[config.mk]
export PLATFORM = sky130hd
export DESIGN_NAME = tthbif_cfg_ctrl
export DESIGN_NICKNAME = d
export VERILOG_FILES = /design/src/rtl/tthbif_pkg.sv /design/src/rtl/tthbif_cfg_ctrl.sv
export SDC_FILE = /design/constraint.sdc
export NUM_CORES = 1
export LEC_CHECK = 0
export ABC_AREA = 1
export BUFFER_PORTS_ARGS = -buffer_cell sky130_fd_sc_hd__buf_2
export CAP_MARGIN = 20
export CORE_ASPECT_RATIO = 0.7
export CORE_MARGIN = 2
export CORE_UTILIZATION = 58
export DETAILED_ROUTE_END_ITERATION = 7
export MAX_ROUTING_LAYER = met4
export PLACE_DENSITY = 0.89
export SLEW_MARGIN = 20
export SYNTH_ARGS = -nofsm -noshare
export SYNTH_HDL_FRONTEND = slang
export SYNTH_SLANG_ARGS = --single-unit
[constraint.sdc]
create_clock -name clk_i -period 1.6 [get_ports clk_i]
set_input_delay 0.24 -clock clk_i [delete_from_list [all_inputs] [get_ports clk_i]]
set_output_delay 0.24 -clock clk_i [all_outputs]
set_load 0.02 [all_outputs]
[src/rtl/tthbif_pkg.sv]
// tthbif_pkg: shared constants and types for the tthbif configuration controller.
package tthbif_pkg;
    localparam int TAP_W      = 2;
    localparam int CMD_WR_BIT = 7;
    localparam logic [2:0] ADDR_RX_FLOP = 3'd0;
    localparam logic [2:0] ADDR_RX_COMB = 3'd1;
    localparam logic [2:0] ADDR_TX_FLOP = 3'd2;
    localparam logic [2:0] ADDR_TX_COMB = 3'd3;
    localparam logic [2:0] ADDR_ID      = 3'd4;
    localparam logic [2:0] ADDR_SCRATCH = 3'd5;
    localparam logic [7:0] ACK = 8'h4B;
    localparam logic [7:0] NAK = 8'h3F;
    typedef enum logic [1:0] {IDLE, WDATA, RESP} state_t;
endpackage

[src/rtl/tthbif_cfg_ctrl.sv]
// tthbif_cfg_ctrl: UART byte-command register block driving the tthbif tap selects.
module tthbif_cfg_ctrl
    import tthbif_pkg::*;
#(
    parameter int         TIMEOUT_CYCLES = 1_000_000,
    parameter logic [7:0] ID_VALUE       = 8'hA5
) (
    input  logic             clk_i,
    input  logic             rst_ni,
    input  logic             en_i,
    input  logic             rx_data_valid_i,
    input  logic [7:0]       rx_data_i,
    input  logic             tx_data_ready_i,
    output logic             tx_data_valid_o,
    output logic [7:0]       tx_data_o,
    output logic [TAP_W-1:0] rx_flop_tap_sel_o,
    output logic [TAP_W-1:0] rx_comb_tap_sel_o,
    output logic [TAP_W-1:0] tx_flop_tap_sel_o,
    output logic [TAP_W-1:0] tx_comb_tap_sel_o
);
    localparam int CW = TIMEOUT_CYCLES > 1 ? $clog2(TIMEOUT_CYCLES) : 1;
    state_t         state, state_nxt;
    logic [2:0]     addr;
    logic [CW-1:0]  cnt;
    logic [7:0]     scratch, rd_data;
    logic           rx, bad, is_wr, timeout;
    assign rx      = en_i && rx_data_valid_i;
    assign bad     = |rx_data_i[6:3];
    assign is_wr   = rx_data_i[CMD_WR_BIT];
    assign timeout = cnt == CW'(TIMEOUT_CYCLES - 1);
    always_comb begin
        rd_data = 8'h00;
        case (rx_data_i[2:0])
            ADDR_RX_FLOP: rd_data = {{(8-TAP_W){1'b0}}, rx_flop_tap_sel_o};
            ADDR_RX_COMB: rd_data = {{(8-TAP_W){1'b0}}, rx_comb_tap_sel_o};
            ADDR_TX_FLOP: rd_data = {{(8-TAP_W){1'b0}}, tx_flop_tap_sel_o};
            ADDR_TX_COMB: rd_data = {{(8-TAP_W){1'b0}}, tx_comb_tap_sel_o};
            ADDR_ID:      rd_data = ID_VALUE;
            ADDR_SCRATCH: rd_data = scratch;
            default:      rd_data = 8'h00;
        endcase
    end
    always_ff @(posedge clk_i or negedge rst_ni) begin
        if (!rst_ni) state <= IDLE;
        else         state <= state_nxt;
    end
    always_comb begin
        state_nxt = state;
        if (!en_i) state_nxt = IDLE;
        else begin
            case (state)
                IDLE:    if (rx) state_nxt = (bad || !is_wr) ? RESP : WDATA;
                WDATA:   state_nxt = rx ? RESP : (timeout ? IDLE : WDATA);
                RESP:    if (tx_data_ready_i) state_nxt = IDLE;
                default: state_nxt = IDLE;
            endcase
        end
    end
    assign tx_data_valid_o = en_i && state == RESP;
    // Datapath: address latch, response byte, timeout counter and register file
    always_ff @(posedge clk_i or negedge rst_ni) begin
        if (!rst_ni) begin
            addr              <= '0;
            cnt               <= '0;
            tx_data_o         <= 8'h00;
            scratch           <= 8'h00;
            rx_flop_tap_sel_o <= '1;
            rx_comb_tap_sel_o <= '1;
            tx_flop_tap_sel_o <= '1;
            tx_comb_tap_sel_o <= '1;
        end else begin
            cnt <= (state == WDATA && !rx) ? (&cnt ? cnt : cnt + 1'b1) : '0;
            if (state == IDLE && rx) begin
                if (bad)        tx_data_o <= NAK;
                else if (is_wr) addr      <= rx_data_i[2:0];
                else            tx_data_o <= rd_data;
            end
            if (state == WDATA && rx) begin
                tx_data_o <= ACK;
                case (addr)
                    ADDR_RX_FLOP: rx_flop_tap_sel_o <= rx_data_i[TAP_W-1:0];
                    ADDR_RX_COMB: rx_comb_tap_sel_o <= rx_data_i[TAP_W-1:0];
                    ADDR_TX_FLOP: tx_flop_tap_sel_o <= rx_data_i[TAP_W-1:0];
                    ADDR_TX_COMB: tx_comb_tap_sel_o <= rx_data_i[TAP_W-1:0];
                    ADDR_SCRATCH: scratch           <= rx_data_i;
                    default: ;
                endcase
            end
        end
    end
endmodule
* Yosys cells after proc, flatten, opt, wreduce, memory -nomap -nowiden
Index checks and enable logic that the tools add are counted.
Storage, ports and cells: logic and storage cells 63, output and inout port bits 17, bits in registers 49
Operators by class: equality and inequality tests 16, muxes and demuxes 14, bitwise operators 1, $add $sub $neg 1, reduce and logical (&&, ||, !) cells 22
Operators by type and width (count):
- $pmux W8 S6 | 1
- $mux W20 | 2
- $mux W8 | 4
- $add A20 B1 Y20 const B | 1
- $eq A20 B20 Y1 const B | 1
- $reduce_and A20 Y1 | 1
- $reduce_and A2 Y1 | 7
- $eq A3 B2 Y1 const B | 4
- $mux W2 | 5
- $eq A3 B3 Y1 const B | 3
- $eq A3 B1 Y1 const B | 2
- $logic_not A3 Y1 | 2
- $ne A3 B3 Y1 const B | 2
- $pmux W2 S3 | 1
- $logic_and A1 B1 Y1 | 5
- $reduce_or A4 Y1 | 1
- $ne A3 B1 Y1 const B | 1
- $reduce_and A3 Y1 | 1
- $eq A2 B1 Y1 const B | 1
- $eq A2 B2 Y1 const B | 1
- $logic_not A1 Y1 | 2
- $logic_not A2 Y1 | 1
- $ne A2 B2 Y1 const B | 1
- $reduce_bool A2 Y1 | 1
- 3 further kinds | 3

* Logic depth before layout (Yosys ltp)
depth in word-level cells 6, depth in mapped cells 10, depth with buffers taken out 10

* Least setup slack after synthesis
OpenSTA, ideal clock, no wires.
path kind register to register, from register cnt[0], to register cnt[14], path slack 0.098 ns, required time 1.535 ns, stages on the path, launching flop included 11, data arrival time 1.438 ns, buffers on the path 1, cells stage by stage dfrtp_1 ha_1 nand2_2 nor2_4 nand2_2 inv_2 nand2_4 inv_4 nand3_4 buf_6 nand2_1
Between the ends: word-level cells in the longest chain between the ends 3
Ends and longest elaborated chain:
- from (decl) | RTL line tthbif_cfg_ctrl.sv:24 | logic [CW-1:0] cnt;
- from (signal assigned) | RTL line tthbif_cfg_ctrl.sv:72 | cnt <= (state == WDATA && !rx) ? (&cnt ? cnt : cnt + 1'b1) : '0;
- $add A20 B1 Y20 | RTL line tthbif_cfg_ctrl.sv:72
- $mux W20 (2 in a row) | RTL line tthbif_cfg_ctrl.sv:72
Several ways; a longest one is shown, not always the timed one. The select of a mux whose other input is x is not followed. A chain may end at the register's enable or synchronous reset.

* Worst setup path in the final report
from register cnt[1], to register cnt[10]
The elaborated chain is that of the path after synthesis.

==> results.cfg <==
[outcome]
status = completed

[die]
io_pins = 30
dieArea_um2 = 5120
die_x_um = 84.7
core_area_um2 = 4350
row_count = 20
start_util_pct = 60.7
die_height_um = 60.5

[pwr]
peakVddDrop_mv = 0.525
powerDensity_nw_per_um2 = 765
p_leak_nw = 1.55

[setup_path]
critPathMaxFanout = 7
rr_worst_depth = 9
reg2reg_to = cnt[10]
r2r_start = cnt[1]
worstPathArrival_ps = 1760
crit_type = reg -> reg
cp.required_ps = 1830
crit_path_end_kind = flip-flop
rrSetupSlack_ps = 80
cp-start-kind = flip-flop

[grt]
grt_pass1_wl_um = 10200
grt_pass1_vias = 2191
grt_max_degree = 50
grt_usage_pct = 26.4
overflow = 0
antenna_found_initial = 0

[drt]
ant_nets = 0
firstDrtPassIters = 6
drc = 0
wl_um = 6630
vias_per_cell = 5.71
drtIter0Drc = 265
num_vias = 2593
wl_per_cell_um = 14.6

[clock_tree]
cts_tree = done
cts_buffers = 5
cts_buffer_depth = 2
clock_latency_ps = 300
clock_sinks = 49
path_clk_slew_ps = 90
ctsHtreeMaxLevel = 2
ctsRootBufferMaster = clkbuf_8

[layout]
final_cells = 454
final_cell_mix = 117 x nand2_1, 41 x dfrtp_1, 36 x nand3_1, 31 x nor2_1, 30 x inv_1
final_cell_area_um2 = 3120
layout_commonest_cell = nand2_1
nets = 412
fill_cells = 333
syn_to_final_growth_pct = 18.2
diodes = 0
drive_gt1_share_pct = 21.8

[worst_hold_path]
hold_start = rx_data_i[7]
hold_path_class = in -> reg
holdPathEnd = scratch[7]
hold_path_depth = 2

[sta]
finalHoldViolCount = 0
setup_viol = 0
fin_crit_ps = 1520
max_freq_ghz = 0.656
rsz0062_at_grt = no
worst_pin_slew_ps = 551
holdWs_ps = 190
drv_slew = 0
min_period_over_period_pct = 95.3
clock_skew_ps = 6.23
slew_headroom_pct = 63.1
worst_slack_ps = 75.5
fin_setup_tns_ps = 0

[synth]
synth_area_per_cell_um2 = 7.55
netlist_area_um2 = 2640
synth_cells = 350
synth-seq-area-share_pct = 46.8
yosysWarnings = 0
synthDistinctLibCells = 30
syn_nets = 364
synth-seq-cells = 49

[place]
hpwl_um = 4670
place.gp.congestion = 0.929
placed_area_um2 = 2940
place_ws_ps = 35.5
io_buffers = 29
place_inst = 440

[flow_run]
drv_cap = 0
## flip-flops by register name, summed over array words and instances (netlist names)
name               flops
tx_comb_tap_sel_o      2
addr                   3
state                  2
tx_data_o              8
rx_comb_tap_sel_o      2
tx_flop_tap_sel_o      2
cnt                   20
rx_flop_tap_sel_o      2
scratch                8
## worst max path at each step
stage	slack [ps]	start	end
after global placement	140	cnt[1]	cnt[6]
after detailed placement	40	cnt[1]	cnt[9]
after CTS	7	cnt[1]	cnt[9]
final	80	cnt[1]	cnt[10]
after floorplan	100	cnt[0]	cnt[14]
after global routing	9	cnt[1]	cnt[16]
## where the power goes
| part | switching, mW | internal [mW] | total, mW | leakage (nW) |
|---|---|---|---|---|
| Sequential | 0.0277 | 1.28 | 1.31 | 0.628 |
| Combinational | 0.147 | 0.0707 | 0.218 | 0.866 |
| Clock | 0.402 | 0.464 | 0.866 | 0.0552 |
## routing by layer
layer / GRT usage (%) / share of wire [%] / up-vias
li1: - / - / 1246
met1: 37.7 / 45 / 1196
met2: 38.5 / 44 / 142
met3: 5.99 / 10 / 9
met4: 6.58 / 0.94 / 0
met5: - / 0 / -
## layout make-up
class                           count  area (um^2)  share of cell area [%]
Clock buffer                        6         72.6                    2.32
Sequential cell                    49         1240                    39.6
Timing Repair Buffer               44          285                    9.13
Tap cell                           55         68.8                    2.20
Inverter                           33          131                    4.21
Multi-Input combinational cell    265         1290                    41.4
Clock inverter                      2         35.0                    1.12
## stage by stage
step	util [%]	total power, mW
floorplan	-	1.44
global placement	67.5	1.54
detailed placement	67.5	1.54
CTS	70.2	2.41
global route	71.8	2.47
finish	71.8	2.39
## cells by family after synthesis
| family | after synthesis | synth area share, % |
|---|---|---|
| buffers and inverters | 39 | 6.06 |
| AND/OR/NAND/NOR | 228 | 39.2 |
| flip-flops | 49 | 46.8 |
| AO/OA/AOI/OAI | 31 | 6.63 |
| adder cells (fa/ha/maj) | 1 | 0.473 |
| multiplexers | 2 | 0.852 |
## synth_stat cells
library cell    n  share of area, %
mux2_2          2              0.85
nor3_1          5              0.95
inv_4           1              0.24
nand3_4         1              0.66
nor2_2          4              0.95
ha_1            1              0.47
dfrtp_1        41                39
nand4_1        20               4.7
nor2_4          2              0.85
or2_2           5               1.2
clkbuf_1        2              0.28
buf_6           1              0.43
nor2_1         31               4.4
a21o_1          1              0.28
buf_2           3              0.57
nand2_4         1              0.43
nand3_1        37               7.0
nand2_2         3              0.71
o211ai_1        2              0.57
inv_1          30               4.3
inv_2           1              0.14
nor3_4          1              0.62
a21oi_1         7               1.3
o21ai_0        15               2.8
clkinv_1        1              0.14
o21bai_1        2              0.57
nand2_1       118                17
dfstp_2         8               8.0
o21ai_1         2              0.38
a31o_2          2              0.66
## repair_timing
item                                    in CTS  in global routing
hold buffers                                 1                  0
endpoints found under the hold margin       41                  0
gates resized for setup                      0                  6
setup buffers                                0                  2
endpoints found under the setup margin       0                 19
## critical path, stage by stage, from the launching register on
cell and delay, ps:
dfrtp_1 400, ha_2 210, nand2_2 80, nor2_4 160, nand2_2 90, inv_2 80, nand2_4 70, inv_8 90
nand3_2 150, nand2_1 130
Power figures use the tool's default switching activity.
